$ cat src/rtl/dual_deque_pkg.sv
// Shared definitions for the dual-deque command host: opcodes, response bytes
// and the host FSM state encoding.
package dual_deque_pkg;

  // Opcode field, cmd byte [7:6]
  localparam logic [1:0] OP_STATUS = 2'b00;
  localparam logic [1:0] OP_PUSH   = 2'b01;
  localparam logic [1:0] OP_POP    = 2'b10;
  localparam logic [1:0] OP_MOVE   = 2'b11;

  // Response bytes
  localparam logic [7:0] RSP_PUSH_OK   = 8'h01;
  localparam logic [7:0] RSP_POP_OK    = 8'h02;
  localparam logic [7:0] RSP_MOVE_OK   = 8'h03;
  localparam logic [7:0] RSP_PUSH_FULL = 8'hE1;
  localparam logic [7:0] RSP_POP_EMPTY = 8'hE2;
  localparam logic [7:0] RSP_MOVE_ERR  = 8'hE3;
  localparam logic [7:0] RSP_BAD_OP    = 8'hEF;
  localparam logic [3:0] STATUS_TAG    = 4'h5;

  typedef enum logic [3:0] {
    StIdle,
    StDecode,
    StGetData,
    StCheck,
    StIssuePop,
    StWait,
    StIssuePush,
    StResp,
    StResp2
  } host_state_e;

endpackage

$ cat src/rtl/deque_cmd_host.sv
// Command-side initiator for the dual deque. Accepts opcode/payload bytes on
// the cmd stream, drives the deque strobes, and returns response bytes on the
// rsp stream. Illegal operations are answered with error bytes and never
// strobe the deque.
//
// Ports:
//   clk, rst_n                 clock, async active-low reset
//   cmd_valid/cmd_ready/cmd_data   command byte stream (in)
//   rsp_valid/rsp_ready/rsp_data   response byte stream (out)
//   dq_select/dq_push/dq_pop/dq_data_in   deque control outputs
//   dq_data_out, dq_s{0,1}_{empty,full}   deque data/status inputs
module deque_cmd_host #(
  parameter int unsigned POP_LATENCY = 1
) (
  input  logic       clk,
  input  logic       rst_n,
  input  logic       cmd_valid,
  output logic       cmd_ready,
  input  logic [7:0] cmd_data,
  output logic       rsp_valid,
  input  logic       rsp_ready,
  output logic [7:0] rsp_data,
  output logic       dq_select,
  output logic       dq_push,
  output logic       dq_pop,
  output logic [7:0] dq_data_in,
  input  logic [7:0] dq_data_out,
  input  logic       dq_s0_empty,
  input  logic       dq_s0_full,
  input  logic       dq_s1_empty,
  input  logic       dq_s1_full
);
  import dual_deque_pkg::*;

  localparam logic [1:0] WaitInit = 2'(POP_LATENCY - 1);

  host_state_e state_q, state_d;
  logic [7:0]  op_q, op_d;
  logic [7:0]  cap_q, cap_d;        // push payload, or popped data
  logic [7:0]  rsp_data_q, rsp_data_d;
  logic        dq_select_q, dq_select_d;
  logic [7:0]  dq_data_in_q, dq_data_in_d;
  logic [1:0]  cnt_q, cnt_d;
  logic        two_q, two_d;        // a second response byte follows RESP

  logic [1:0] op;
  logic       sel;
  logic       tgt_empty, tgt_full, oth_full;

  assign op  = op_q[7:6];
  assign sel = op_q[0];

  // Flags of the selected deque and of the opposite one (MOVE destination)
  assign tgt_empty = sel ? dq_s1_empty : dq_s0_empty;
  assign tgt_full  = sel ? dq_s1_full  : dq_s0_full;
  assign oth_full  = sel ? dq_s0_full  : dq_s1_full;

  always_comb begin
    state_d      = state_q;
    op_d         = op_q;
    cap_d        = cap_q;
    rsp_data_d   = rsp_data_q;
    dq_select_d  = dq_select_q;
    dq_data_in_d = dq_data_in_q;
    cnt_d        = cnt_q;
    two_d        = two_q;

    unique case (state_q)
      StIdle: begin
        if (cmd_valid) begin
          op_d    = cmd_data;
          state_d = StDecode;
        end
      end
      StDecode: begin
        if (op_q[5:1] != 5'd0) begin
          rsp_data_d = RSP_BAD_OP;
          two_d      = 1'b0;
          state_d    = StResp;
        end else if (op == OP_PUSH) begin
          state_d = StGetData;
        end else begin
          state_d = StCheck;
        end
      end
      StGetData: begin
        if (cmd_valid) begin
          cap_d   = cmd_data;
          state_d = StCheck;
        end
      end
      StCheck: begin
        two_d   = 1'b0;
        state_d = StResp;
        unique case (op)
          OP_STATUS: begin
            rsp_data_d = {STATUS_TAG, dq_s1_full, dq_s1_empty, dq_s0_full, dq_s0_empty};
          end
          OP_PUSH: begin
            if (tgt_full) begin
              rsp_data_d = RSP_PUSH_FULL;
            end else begin
              rsp_data_d   = RSP_PUSH_OK;
              dq_select_d  = sel;
              dq_data_in_d = cap_q;
              state_d      = StIssuePush;
            end
          end
          OP_POP: begin
            if (tgt_empty) begin
              rsp_data_d = RSP_POP_EMPTY;
            end else begin
              rsp_data_d  = RSP_POP_OK;
              two_d       = 1'b1;
              dq_select_d = sel;
              state_d     = StIssuePop;
            end
          end
          default: begin // OP_MOVE
            if (tgt_empty || oth_full) begin
              rsp_data_d = RSP_MOVE_ERR;
            end else begin
              rsp_data_d  = RSP_MOVE_OK;
              dq_select_d = sel;
              state_d     = StIssuePop;
            end
          end
        endcase
      end
      StIssuePop: begin
        cnt_d   = WaitInit;
        state_d = StWait;
      end
      StWait: begin
        if (cnt_q == 2'd0) begin
          cap_d = dq_data_out;
          if (op == OP_MOVE) begin
            dq_select_d  = ~sel;
            dq_data_in_d = dq_data_out;
            state_d      = StIssuePush;
          end else begin
            state_d = StResp;
          end
        end else begin
          cnt_d = cnt_q - 2'd1;
        end
      end
      StIssuePush: begin
        state_d = StResp;
      end
      StResp: begin
        if (rsp_ready) begin
          if (two_q) begin
            rsp_data_d = cap_q;
            state_d    = StResp2;
          end else begin
            state_d = StIdle;
          end
        end
      end
      StResp2: begin
        if (rsp_ready) begin
          state_d = StIdle;
        end
      end
      default: begin
        state_d = StIdle;
      end
    endcase
  end

  always_ff @(posedge clk or negedge rst_n) begin
    if (!rst_n) begin
      state_q      <= StIdle;
      op_q         <= 8'h00;
      cap_q        <= 8'h00;
      rsp_data_q   <= 8'h00;
      dq_select_q  <= 1'b0;
      dq_data_in_q <= 8'h00;
      cnt_q        <= 2'd0;
      two_q        <= 1'b0;
    end else begin
      state_q      <= state_d;
      op_q         <= op_d;
      cap_q        <= cap_d;
      rsp_data_q   <= rsp_data_d;
      dq_select_q  <= dq_select_d;
      dq_data_in_q <= dq_data_in_d;
      cnt_q        <= cnt_d;
      two_q        <= two_d;
    end
  end

  // Strobes decode straight from the state register so reset kills them at once
  assign cmd_ready  = (state_q == StIdle) || (state_q == StGetData);
  assign rsp_valid  = (state_q == StResp) || (state_q == StResp2);
  assign rsp_data   = rsp_data_q;
  assign dq_push    = (state_q == StIssuePush);
  assign dq_pop     = (state_q == StIssuePop);
  assign dq_select  = dq_select_q;
  assign dq_data_in = dq_data_in_q;

endmodule

$ cat config.mk
export PLATFORM = sky130hd
export DESIGN_NAME = deque_cmd_host
export DESIGN_NICKNAME = d
export VERILOG_FILES = /design/src/rtl/dual_deque_pkg.sv /design/src/rtl/deque_cmd_host.sv
export SDC_FILE = /design/constraint.sdc
export NUM_CORES = 1
export LEC_CHECK = 0
export ABC_AREA = 1
export BUFFER_PORTS_ARGS = -buffer_cell sky130_fd_sc_hd__buf_2
export CAP_MARGIN = 20
export CORE_UTILIZATION = 31
export CTS_BUF_LIST = sky130_fd_sc_hd__clkbuf_16
export CTS_CLUSTER_DIAMETER = 50
export DETAILED_ROUTE_END_ITERATION = 10
export GPL_TIMING_DRIVEN = 0
export PLACE_DENSITY = 0.47
export SYNTH_ARGS = -nofsm -noshare
export SYNTH_HDL_FRONTEND = slang
export SYNTH_SLANG_ARGS = --single-unit
export TNS_END_PERCENT = 30
$ cat constraint.sdc
create_clock -name clk -period 1.85 [get_ports clk]
set_clock_uncertainty 0.1 [all_clocks]
set_input_delay 0.0925 -clock clk [delete_from_list [all_inputs] [get_ports clk]]
set_output_delay 0.0925 -clock clk [all_outputs]
set_load 0.005 [all_outputs]
# After elaboration in Yosys (flattened, before gate mapping)

Cells that the tools add are included.

Add/sub/neg operators: 1
Equal/unequal tests: 26
Muxes and demuxes: 46
Bitwise gates (word level): 1
Reduce and logical (&&, ||, !) cells: 20

Operators by type and width:

| operator           | number |
|---|---|
| $mux 8             | 12 |
| $pmux 8 s3         | 2 |
| $pmux 4 s9         | 1 |
| $pmux 8 s2         | 2 |
| $mux 4             | 6 |
| $ne 2x2->1 const B | 12 |
| $eq 4x3->1 const B | 4 |
| $mux 1             | 14 |
| $reduce_and 5->1   | 2 |
| $eq 4x2->1 const B | 2 |
| $reduce_bool 2->1  | 4 |
| $reduce_and 7->1   | 1 |
| $mux 2             | 3 |
| $ne 3x3->1 const B | 2 |
| $pmux 2 s3         | 1 |
| $reduce_and 2->1   | 3 |
| $reduce_bool 5->1  | 1 |
| $eq 2x2->1 const B | 2 |
| $eq 4x1->1 const B | 1 |
| $eq 4x4->1 const B | 1 |
| $logic_not 2->1    | 2 |
| $logic_not 4->1    | 1 |
| $ne 4x4->1 const B | 1 |
| $pmux 1 s2         | 2 |
| other kinds (10)   | 12 |

Register bits after elaboration: 40
Input port bits: 24
Word-level logic and storage cells: 102

# Longest topological paths before layout

Gate-level depths: netlist (run 1).

Depth in word-level cells: 5
Gate-level depth with buffers: 11
Mapped depth without buffers: 11

# Least setup slack after synthesis (run 1)

OpenSTA, ideal clock, no wires.

Kind: register to register
Start point: reg state_q[2]
End point: reg cap_q[4]
Setup time: 121 ps
Arrival time: 1236 ps
Data required time: 1629 ps
Slack: 393 ps
Stages on the path, launching flop included: 10
Clock period less this slack: 1457 ps
Cells stage by stage: dfrtp_1 -> buf_6 -> inv_2 -> nor2_4 -> nand2_4 -> o21ai_4 -> nand2_4 -> buf_6 -> nor2_1 -> a21oi_1

Word-level cells in the longest chain between the ends: 3

RTL lines:

| item                                                             | line                  | RTL |
|---|---|---|
| start, declared                                                  | deque_cmd_host.sv:37  | `host_state_e state_q, state_d;` |
| start signal, assigned                                           | deque_cmd_host.sv:174 | `state_q <= StIdle;` |
| start signal, assigned                                           | deque_cmd_host.sv:183 | `state_q <= state_d;` |
| $eq 4x3->1 / $eq 4x2->1 (equally long branches)                  | deque_cmd_host.sv:68  | `unique case (state_q)` |
| $ne 2x2->1 (no line) / $reduce_bool 2->1 (equally long branches) | -                     |  |
| $reduce_and 3->1 (no line)                                       | -                     |  |
| end signal, assigned                                             | deque_cmd_host.sv:185 | `cap_q <= cap_d;` |
| end, declared                                                    | deque_cmd_host.sv:39  | `logic [7:0] cap_q, cap_d;` |

Parallel ways exist; a longest one is shown, timed or not.
A chain may end at the register's enable or synchronous reset.

# Worst setup path in the final report (run 1)

Start point: reg state_q[2]
End point: reg cap_q[7]

The elaborated chain is that of the path after synthesis.

==> metrics.cfg, run 1 <==
[worst_setup_path]
cp_data_arrival_time_ps = 1740
path_depth = 9
rr_worst_depth = 9
r2r_end = cap_q[7]$_DFFE_PN0P_
crit_slowest_cell = dfrtp_1
cp.buffers_inverters = 3
end_kind = flip-flop
criticalPathCategory = reg2reg
critPathLaunchType = flip-flop
path_cells = buf_6 -> inv_2 -> nor2_4 -> nand2_4 -> o21ai_4 -> nand2_4 -> buf_6 -> nor2_1 -> a21oi_1
crit_fanout = 10
slowest_delay_ps = 340
cp.required_ps = 1920
crit_family = simple AND/OR/NAND/NOR gates
ff2ff_setup_slack_ps = 170
crit_start = state_q[2]$_DFFE_PN0P_
crit_end = cap_q[7]$_DFFE_PN0P_
rr_startpoint = state_q[2]$_DFFE_PN0P_

[logic_synthesis]
synth.distinct_cells = 26
netlist_area_um2 = 2257
ys_seq_area_share_pct = 44.35
synthTopCellsByCount = nand2_1, dfrtp_1, o21ai_0, inv_1, nand3_1
syn-num-nets = 332
synth.area.top_cells = dfrtp_1, nand2_1, o21ai_0
synth_top_area_cell = dfrtp_1
yosys.area_share.xor_xnor_pct = 0.3880
synth_warnings = 0
synth-seq-cells = 40
synth_cells = 307
synthMuxAreaShare_pct = 0
synth-simple-area-share_pct = 30.76
synth_top_area_share_pct = 44.35
synth_ff_type = dfrtp_1
synth_compound_area_share_pct = 14.86
async_flop_share_pct = 100.0
synth_area_per_cell_um2 = 7.352
synth_enable_flop_cells = 0
synth_top_family_by_area = simple AND/OR/NAND/NOR gates
synth.most_common_cell = nand2_1
synthAdderAreaFrac_pct = 0.5543

[clocking]
clkTransAtPathRegs_ps = 60
clk_latency_ps = 280
cts-root-buf = clkbuf_16
cts_resized = 0
ctsHtreeMaxLevel = 2
cts_tree = yes
clock-sinks = 40
cts_buffers = 5
cts_buffer_depth = 2

[sta]
worst_pin_slew_ps = 924.5
finalCritPeriodShare_pct = 90.65
rsz0062_at_grt = false
hold_viol_final = 1
whs_ps = -4.793
setup_viol = 0
fin_crit_ps = 1677
setup_tns_ps = 0
slew_violations = 0
slew_headroom_pct = 38.37
timing.fmax_ghz = 0.5963

[placed_design]
gp_congestion = 0.8816
dpl.hpwl_um = 4659
portBuffers = 44

[pwr]
ir_drop_mv = 0.5087
power_per_cell_area_nw_per_um2 = 1695
p_sw_share_pct = 44.00
p_seq_share_pct = 32.1
p_sw_mw = 2.063
p_int_mw = 2.626
power_frac_comb_pct = 50.6
p_leak_nw = 1.485
power_frac_clock_pct = 17.3

[die]
die_h_um = 87.33
core_area_um2 = 6907
start_util_pct = 32.68
fp-row-count = 30
num_io_pins = 45
die_w_um = 87.33
dieArea_um2 = 7627

[final_layout]
syn_to_final_growth_pct = 22.56
ff_latch_area_um2 = 1001
nNetsFinal = 387
multi_input_area_um2 = 1051
num-fill-cells = 782
drive_gt1_share_pct = 20.99
antenna_cells = 0

[status]
violations = negative hold slack
outcome = complete, but fails checks

[drt]
totalWireLength_um = 6017
wl_per_cell_um = 13.14
vias_per_cell = 4.631
final_antenna_net_count = 0
dr.pass1.iters = 4
routed-via-count = 2121
drc_errors = 0
detail_route.iter0.violations = 83

[hold_path]
hp-class = in2reg
min_delay_path_depth = 3

[global_routing]
track_usage_pct = 17.70
grt_start_max_net_pins = 41
antenna_found_initial = 0
grt-ovfl-total = 0
grt_pass1_wl_um = 10090
grt_pass1_vias = 2047

[flow_run]
drv_cap = 0

layer usage:
metal  vias to the layer above  share of wire, %  global-route usage, %
met1                       957                49                  24.13
met5                         -                 0                      0
li1                       1101                 -                      -
met2                        56                45                  28.05
met3                         7               3.7                  3.318
met4                         0               1.5                  6.110
power groups by stage:
| stage | sequential (mW) | clock (mW) | combinational (mW) |
|---|---|---|---|
| CTS | 1.51 | 0.842 | 2.39 |
| global route | 1.57 | 0.867 | 2.76 |
| global placement | 1.52 | 0 | 2.37 |
| finish | 1.50 | 0.813 | 2.37 |
| detailed placement | 1.52 | 0 | 2.38 |
| floorplan | 1.48 | 0 | 1.71 |
sequential cells by signal (all words and copies together) (netlist names):
register and count:
dq_select 1, dq_data_in 8, cnt_q 2, cap_q 8, two_q 1, state_q 4, op_q 8, rsp_data 8
layout make-up:
type	count	share of cell area [%]
buffer	7	2.261
clock buffer	5	4.523
clock inverter	2	0.3166
inverter	38	5.156
multi-input combinational	222	37.99
sequential	40	36.18
tap	96	4.342
timing repair buffer	48	9.227
metrics by stage:
| stage | cell area (µm²) | cells | worst slack (ps) | utilization (%) | power [mW] |
|---|---|---|---|---|---|
| final | 2766 | 458 | 173.0 | 40.05 | 4.690 |
| after global routing | 2766 | 458 | 8.046 | 40.05 | 5.193 |
| after CTS | 2751 | 456 | 114.4 | 39.84 | 4.737 |
| after detailed placement | 2597 | 447 | 134.6 | 37.61 | 3.897 |
| after global placement | 2597 | 447 | 139.9 | 37.61 | 3.884 |
| after floorplan | 2257 | 307 | 392.8 | - | 3.188 |
worst register-to-register path: stages, from the launching register on:
cell and delay (ps):
dfrtp_1 340, buf_6 140, inv_2 80, nor2_4 150, nand2_4 150, o21ai_4 220
nand2_4 100, buf_6 150, nor2_1 90, a21oi_1 50
repair_timing:
| action | CTS | global route |
|---|---|---|
| endpoints found under the setup margin | 0 | 8 |
| hold buffers | 2 | 0 |
| buffers inserted | 0 | 2 |
| hold endpoints to repair | 41 | 0 |
cell families after synthesis:
kind of cell               Yosys count
AOI/OAI and AO/OA                   60
xor gates and xnor gates             1
adders and majority gates            1
buffers and inverters               45
DFF                                 40
and+or+nand+nor                    160
cell usage in the layout, fill, tap and decap left out:
master | netlist | layout
nand2_1 | 91 | 91
buf_2 | 2 | 46
dfrtp_1 | 40 | 40
inv_1 | 34 | 35
o21ai_0 | 35 | 35
nand3_1 | 28 | 28
nor2_1 | 27 | 27
a21oi_1 | 19 | 19
clkbuf_16 | 0 | 5
buf_6 | 4 | 4
inv_2 | 4 | 4
nand2_2 | 4 | 4
nor2_4 | 3 | 3
buf_4 | 1 | 3
nor3_1 | 2 | 2
nand2_4 | 2 | 2
dlygate4sd3_1 | 0 | 2
o22ai_4 | 1 | 1
o21ai_4 | 1 | 1
nand4_1 | 1 | 1
xor2_1 | 1 | 1
a21oi_2 | 1 | 1
nor2_2 | 1 | 1
a31oi_1 | 1 | 1
o21a_1 | 1 | 1
o22ai_1 | 1 | 1
nand3b_1 | 1 | 1
ha_1 | 1 | 1
clkinv_2 | 0 | 1
worst min-delay path by stage:
stage,start,to
final,cmd_data[1],op_q[1]$_DFFE_PN0P_
after global routing,cmd_data[1],op_q[1]$_DFFE_PN0P_
after CTS,cmd_data[0],op_q[0]$_DFFE_PN0P_
after detailed placement,rst_n,state_q[2]$_DFFE_PN0P_
after global placement,rst_n,state_q[2]$_DFFE_PN0P_
after floorplan,rst_n,cap_q[0]$_DFFE_PN0P_
Note: power is estimated with default switching activity, not from simulation.
==> inputs of run 2 (changes only) <==
Settings changed: RECOVER_POWER set to 50.
==> run 2 against run 1 <==
Effect of this change:
- the run still ends with negative hold slack left
- sequential power about the same
- clock power barely moved
- fmax barely moved
==> metrics.cfg, run 2 (synthesized netlist as in run 1, its figures left out) <==
[final_layout]
ff_latch_area_um2 = 1001
nNetsFinal = 387
antenna_cells = 0
stdcell_area_um2 = 2759
syn_to_final_growth_pct = 22.23
instances_no_fill = 458
layout_common_cells = nand2_1, dfrtp_1, buf_2
drive_gt1_share_pct = 19.34
num-fill-cells = 782
mostFrequentLayoutCell = nand2_1
multi_input_area_um2 = 1051

[sta]
hold_viol_final = 1
timing.fmax_ghz = 0.5963
slew_headroom_pct = 32.00
setup_tns_ps = 0
fin_crit_ps = 1677
slew_violations = 0
setup_viol = 0
rsz0062_at_grt = false
worst_pin_slew_ps = 1020
finalCritPeriodShare_pct = 90.65
whs_ps = -4.793

[worst_setup_path]
crit_end = cap_q[7]$_DFFE_PN0P_
slowest_delay_ps = 340
criticalPathCategory = reg2reg
rr_startpoint = state_q[2]$_DFFE_PN0P_
ff2ff_setup_slack_ps = 170
path_cells = buf_6 -> inv_2 -> nor2_4 -> nand2_4 -> o21ai_4 -> nand2_4 -> buf_6 -> nor2_1 -> a21oi_1
r2r_end = cap_q[7]$_DFFE_PN0P_
crit_slowest_cell = dfrtp_1
critPathLaunchType = flip-flop
crit_start = state_q[2]$_DFFE_PN0P_
end_kind = flip-flop
cp.required_ps = 1920
cp_data_arrival_time_ps = 1740
rr_worst_depth = 9
crit_fanout = 10

[clocking]
clock-sinks = 40
cts-root-buf = clkbuf_16
cts_resized = 0
clk_latency_ps = 280
ctsHtreeMaxLevel = 2
cts_buffer_depth = 2
clkTransAtPathRegs_ps = 60
cts_tree = yes
cts_buffers = 5

[hold_path]
hp-class = in2reg

[global_routing]
track_usage_pct = 17.70
grt_pass1_vias = 2047
grt_start_max_net_pins = 41
grt_pass1_wl_um = 10090
antenna_found_initial = 0
grt-ovfl-total = 0

[die]
die_h_um = 87.33
num_io_pins = 45
start_util_pct = 32.68
fp-row-count = 30
die_w_um = 87.33
dieArea_um2 = 7627
core_area_um2 = 6907

[pwr]
p_leak_nw = 1.469
finalPower_mw = 4.679
ir_drop_mv = 0.5087
power_per_cell_area_nw_per_um2 = 1696

[placed_design]
place_area_um2 = 2597
portBuffers = 44
dpl.hpwl_um = 4659
dp_cells = 447
gp_congestion = 0.8816

[drt]
drc_errors = 0
routed-via-count = 2121
wl_per_cell_um = 13.15
totalWireLength_um = 6024
vias_per_cell = 4.631
dr.pass1.iters = 4
final_antenna_net_count = 0
detail_route.iter0.violations = 95

[flow_run]
drv_cap = 0

[status]
violations = negative hold slack
outcome = complete, but fails checks

[run 2: metrics by stage]
stage	util [%]	hold slack, ps	setup slack, ps
floorplan	-	-303.1	392.8
global placement	37.61	196.0	139.9
detailed placement	37.61	201.3	134.6
CTS	39.84	0.6712	114.4
global route	39.95	16.41	8.046
finish	39.95	-4.793	173.0
[run 2: power breakdown]
part | leakage (nW) | switching [mW] | internal, mW
combinational | 0.914 | 1.48 | 0.880
clock | 0.0709 | 0.329 | 0.484
sequential | 0.485 | 0.256 | 1.25
[run 2: critical path, delay by kind of cell (launching register included)]
| family | cells | cell delay (ps) |
|---|---|---|
| AOI/OAI and AO/OA | 2 | 270 |
| buffers and inverters | 3 | 370 |
| DFF | 1 | 340 |
| and+or+nand+nor | 4 | 480 |
[run 2: layout make-up]
class,count,area share [%]
buffer,7,2.268
sequential,40,36.28
tap,96,4.354
clock inverter,2,0.3175
multi-input combinational,222,38.10
inverter,38,5.170
timing repair buffer,48,8.980
clock buffer,5,4.535
[run 2: worst min path at each step]
stage           startpoint                     end  slack (ps)  cells past startpoint
6_report       cmd_data[1]     op_q[1]$_DFFE_PN0P_          -5                      3
5_1_grt        cmd_data[1]     op_q[1]$_DFFE_PN0P_          20                      3
4_1_cts        cmd_data[0]     op_q[0]$_DFFE_PN0P_         0.7                      3
3_5_place_dp         rst_n  state_q[2]$_DFFE_PN0P_         200                      1
3_3_place_gp         rst_n  state_q[2]$_DFFE_PN0P_         200                      1
2_1_floorplan        rst_n    cap_q[0]$_DFFE_PN0P_        -300                      0
[run 2: timing repair]
item                                   4_1_cts  5_1_grt
endpoints found under the hold margin       41        0
hold buffers                                 2        0
setup endpoints to repair                    0        8
buffers inserted                             0        2
[run 2: metal layers]
layer  global-route usage [%]  wire (µm)  up-vias
li1                         -          -     1102
met1                    24.13       2973      956
met2                    28.05       2733       56
met3                    3.318        226        7
met4                    6.110         91        0
met5                        0          0        -
==> inputs of run 3 (changes only) <==
Clock period 1.85 ns to 1.75 ns, I/O delays scaled along.
==> run 3 against run 2 <==
Effect of this change:
- the run now ends clean
- worst setup slack worse by 82 ps
- sequential cell count unchanged
- via count up 2.3%
- register-to-register slack worse by 80 ps
- power up 9.8%
- combinational power up 14%
- sequential power up 7%
- critical endpoint unchanged
- final cell count up 2.4%
- routed wire length up 2.3%
- sequential share of layout area down 1.3 points
- clock power up 6.2%
- die area unchanged
==> metrics.cfg, run 3 (synthesized netlist as in run 1, its figures left out) <==
[status]
outcome = completed

[worst_setup_path]
rr_startpoint = state_q[2]$_DFFE_PN0P_
criticalPathCategory = reg2reg
crit_fanout = 10
rr_worst_depth = 9
ff2ff_setup_slack_ps = 90
cp.required_ps = 1820
r2r_end = cap_q[7]$_DFFE_PN0P_
critPathLaunchType = flip-flop
crit_start = state_q[2]$_DFFE_PN0P_
cp_data_arrival_time_ps = 1730
end_kind = flip-flop

[drt]
wl_per_cell_um = 13.14
drc_errors = 0
detail_route.iter0.violations = 95
vias_per_cell = 4.625
routed-via-count = 2169
final_antenna_net_count = 0
totalWireLength_um = 6164
dr.pass1.iters = 4

[global_routing]
grt_start_max_net_pins = 41
grt-ovfl-total = 0
track_usage_pct = 17.73
antenna_found_initial = 0
grt_pass1_vias = 2057
grt_pass1_wl_um = 10120

[sta]
setup_viol = 0
finalCritPeriodShare_pct = 94.82
hold_viol_final = 0
slew_violations = 0
fin_crit_ps = 1659
slew_headroom_pct = 31.13
worst_pin_slew_ps = 1033
timing.fmax_ghz = 0.6026
rsz0062_at_grt = true

[pwr]
p_leak_nw = 1.524
p_seq_share_pct = 31.1
power_frac_clock_pct = 16.8
p_sw_share_pct = 43.68
ir_drop_mv = 0.5351
p_int_mw = 2.894
power_per_cell_area_nw_per_um2 = 1791
power_frac_comb_pct = 52.1
p_sw_mw = 2.244
finalPower_mw = 5.138

[hold_path]
min_to = op_q[3]$_DFFE_PN0P_
min_delay_path_depth = 3
hp-class = in2reg
hp-start = cmd_data[3]

[die]
fp-row-count = 30
die_h_um = 87.33
dieArea_um2 = 7627
die_w_um = 87.33
core_area_um2 = 6907
start_util_pct = 32.68
num_io_pins = 45

[final_layout]
final_util_pct = 41.54
drive_gt1_share_pct = 23.06
syn_to_final_growth_pct = 27.11
mostFrequentLayoutCell = nand2_1
antenna_cells = 0
instances_no_fill = 469
stdcell_area_um2 = 2869
nNetsFinal = 398
layout_common_cells = nand2_1, buf_2, dfrtp_1

[clocking]
cts_buffers = 5
clock-sinks = 40
cts-root-buf = clkbuf_16
ctsHtreeMaxLevel = 2
clk_latency_ps = 280
clkTransAtPathRegs_ps = 60
cts_buffer_depth = 2
cts_tree = yes

[placed_design]
place_area_um2 = 2597
gp_congestion = 0.8816
dpl.hpwl_um = 4659
dp_cells = 447
portBuffers = 44

[flow_run]
drv_cap = 0

[run 3: layout make-up]
type,count,area (µm²)
flip-flops and latches,40,1003
fillers,784,4038
inverters,38,145.1
multi-input cells,222,1066
plain buffers,7,65.06
clock inverters,2,8.758
clock buffers,5,125.1
well taps,96,120.1
repair buffers,59,335.3
[run 3: critical path, stage by stage, from the launching register on]
cell	delay [ps]
dfrtp_1	340
buf_6	150
inv_4	60
nor2_4	180
nand2_4	120
o21ai_4	220
nand2_4	90
buf_6	150
nor2_1	90
a21oi_1	40
[run 3: worst max-delay path by stage]
stage,to,slack [ps],cells after the start
floorplan,cap_q[4]$_DFFE_PN0P_,290,9
global placement,dq_data_in[1]$_DFFE_PN0P_,40,8
detailed placement,dq_data_in[7]$_DFFE_PN0P_,30,8
CTS,dq_data_in[4]$_DFFE_PN0P_,10,8
global route,rsp_data[3]$_DFFE_PN0P_,-30,9
finish,cap_q[7]$_DFFE_PN0P_,90,9
[run 3: routing by layer]
metal	routed length [µm]	track usage, %
met2	2802	28.27
met4	110	6.110
met5	0	0
met3	294	3.318
met1	2956	24.01
[run 3: stage by stage]
| step | hold slack (ps) | TNS (ps) | worst slack [ps] |
|---|---|---|---|
| 2_1_floorplan | -308.1 | 0 | 292.8 |
| 3_3_place_gp | 191.0 | 0 | 39.87 |
| 3_5_place_dp | 196.3 | 0 | 34.63 |
| 4_1_cts | 9.745 | 0 | 14.44 |
| 5_1_grt | 45.24 | -51.99 | -30.40 |
| 6_report | 7.371 | 0 | 90.61 |
[run 3: timing repair]
| action | in CTS | in global routing |
|---|---|---|
| hold buffers | 4 | 0 |
| setup endpoints to repair | 0 | 36 |
| hold endpoints to repair | 43 | 0 |
| setup buffers | 0 | 11 |
| gates resized for setup | 0 | 11 |
[run 3: power by group through the flow]
stage,combinational [mW],clock [mW],sequential [mW]
4_1_cts,2.53,0.891,1.59
6_report,2.68,0.863,1.60
3_3_place_gp,2.50,0,1.60
5_1_grt,3.08,0.916,1.67
2_1_floorplan,1.81,0,1.56
3_5_place_dp,2.52,0,1.60
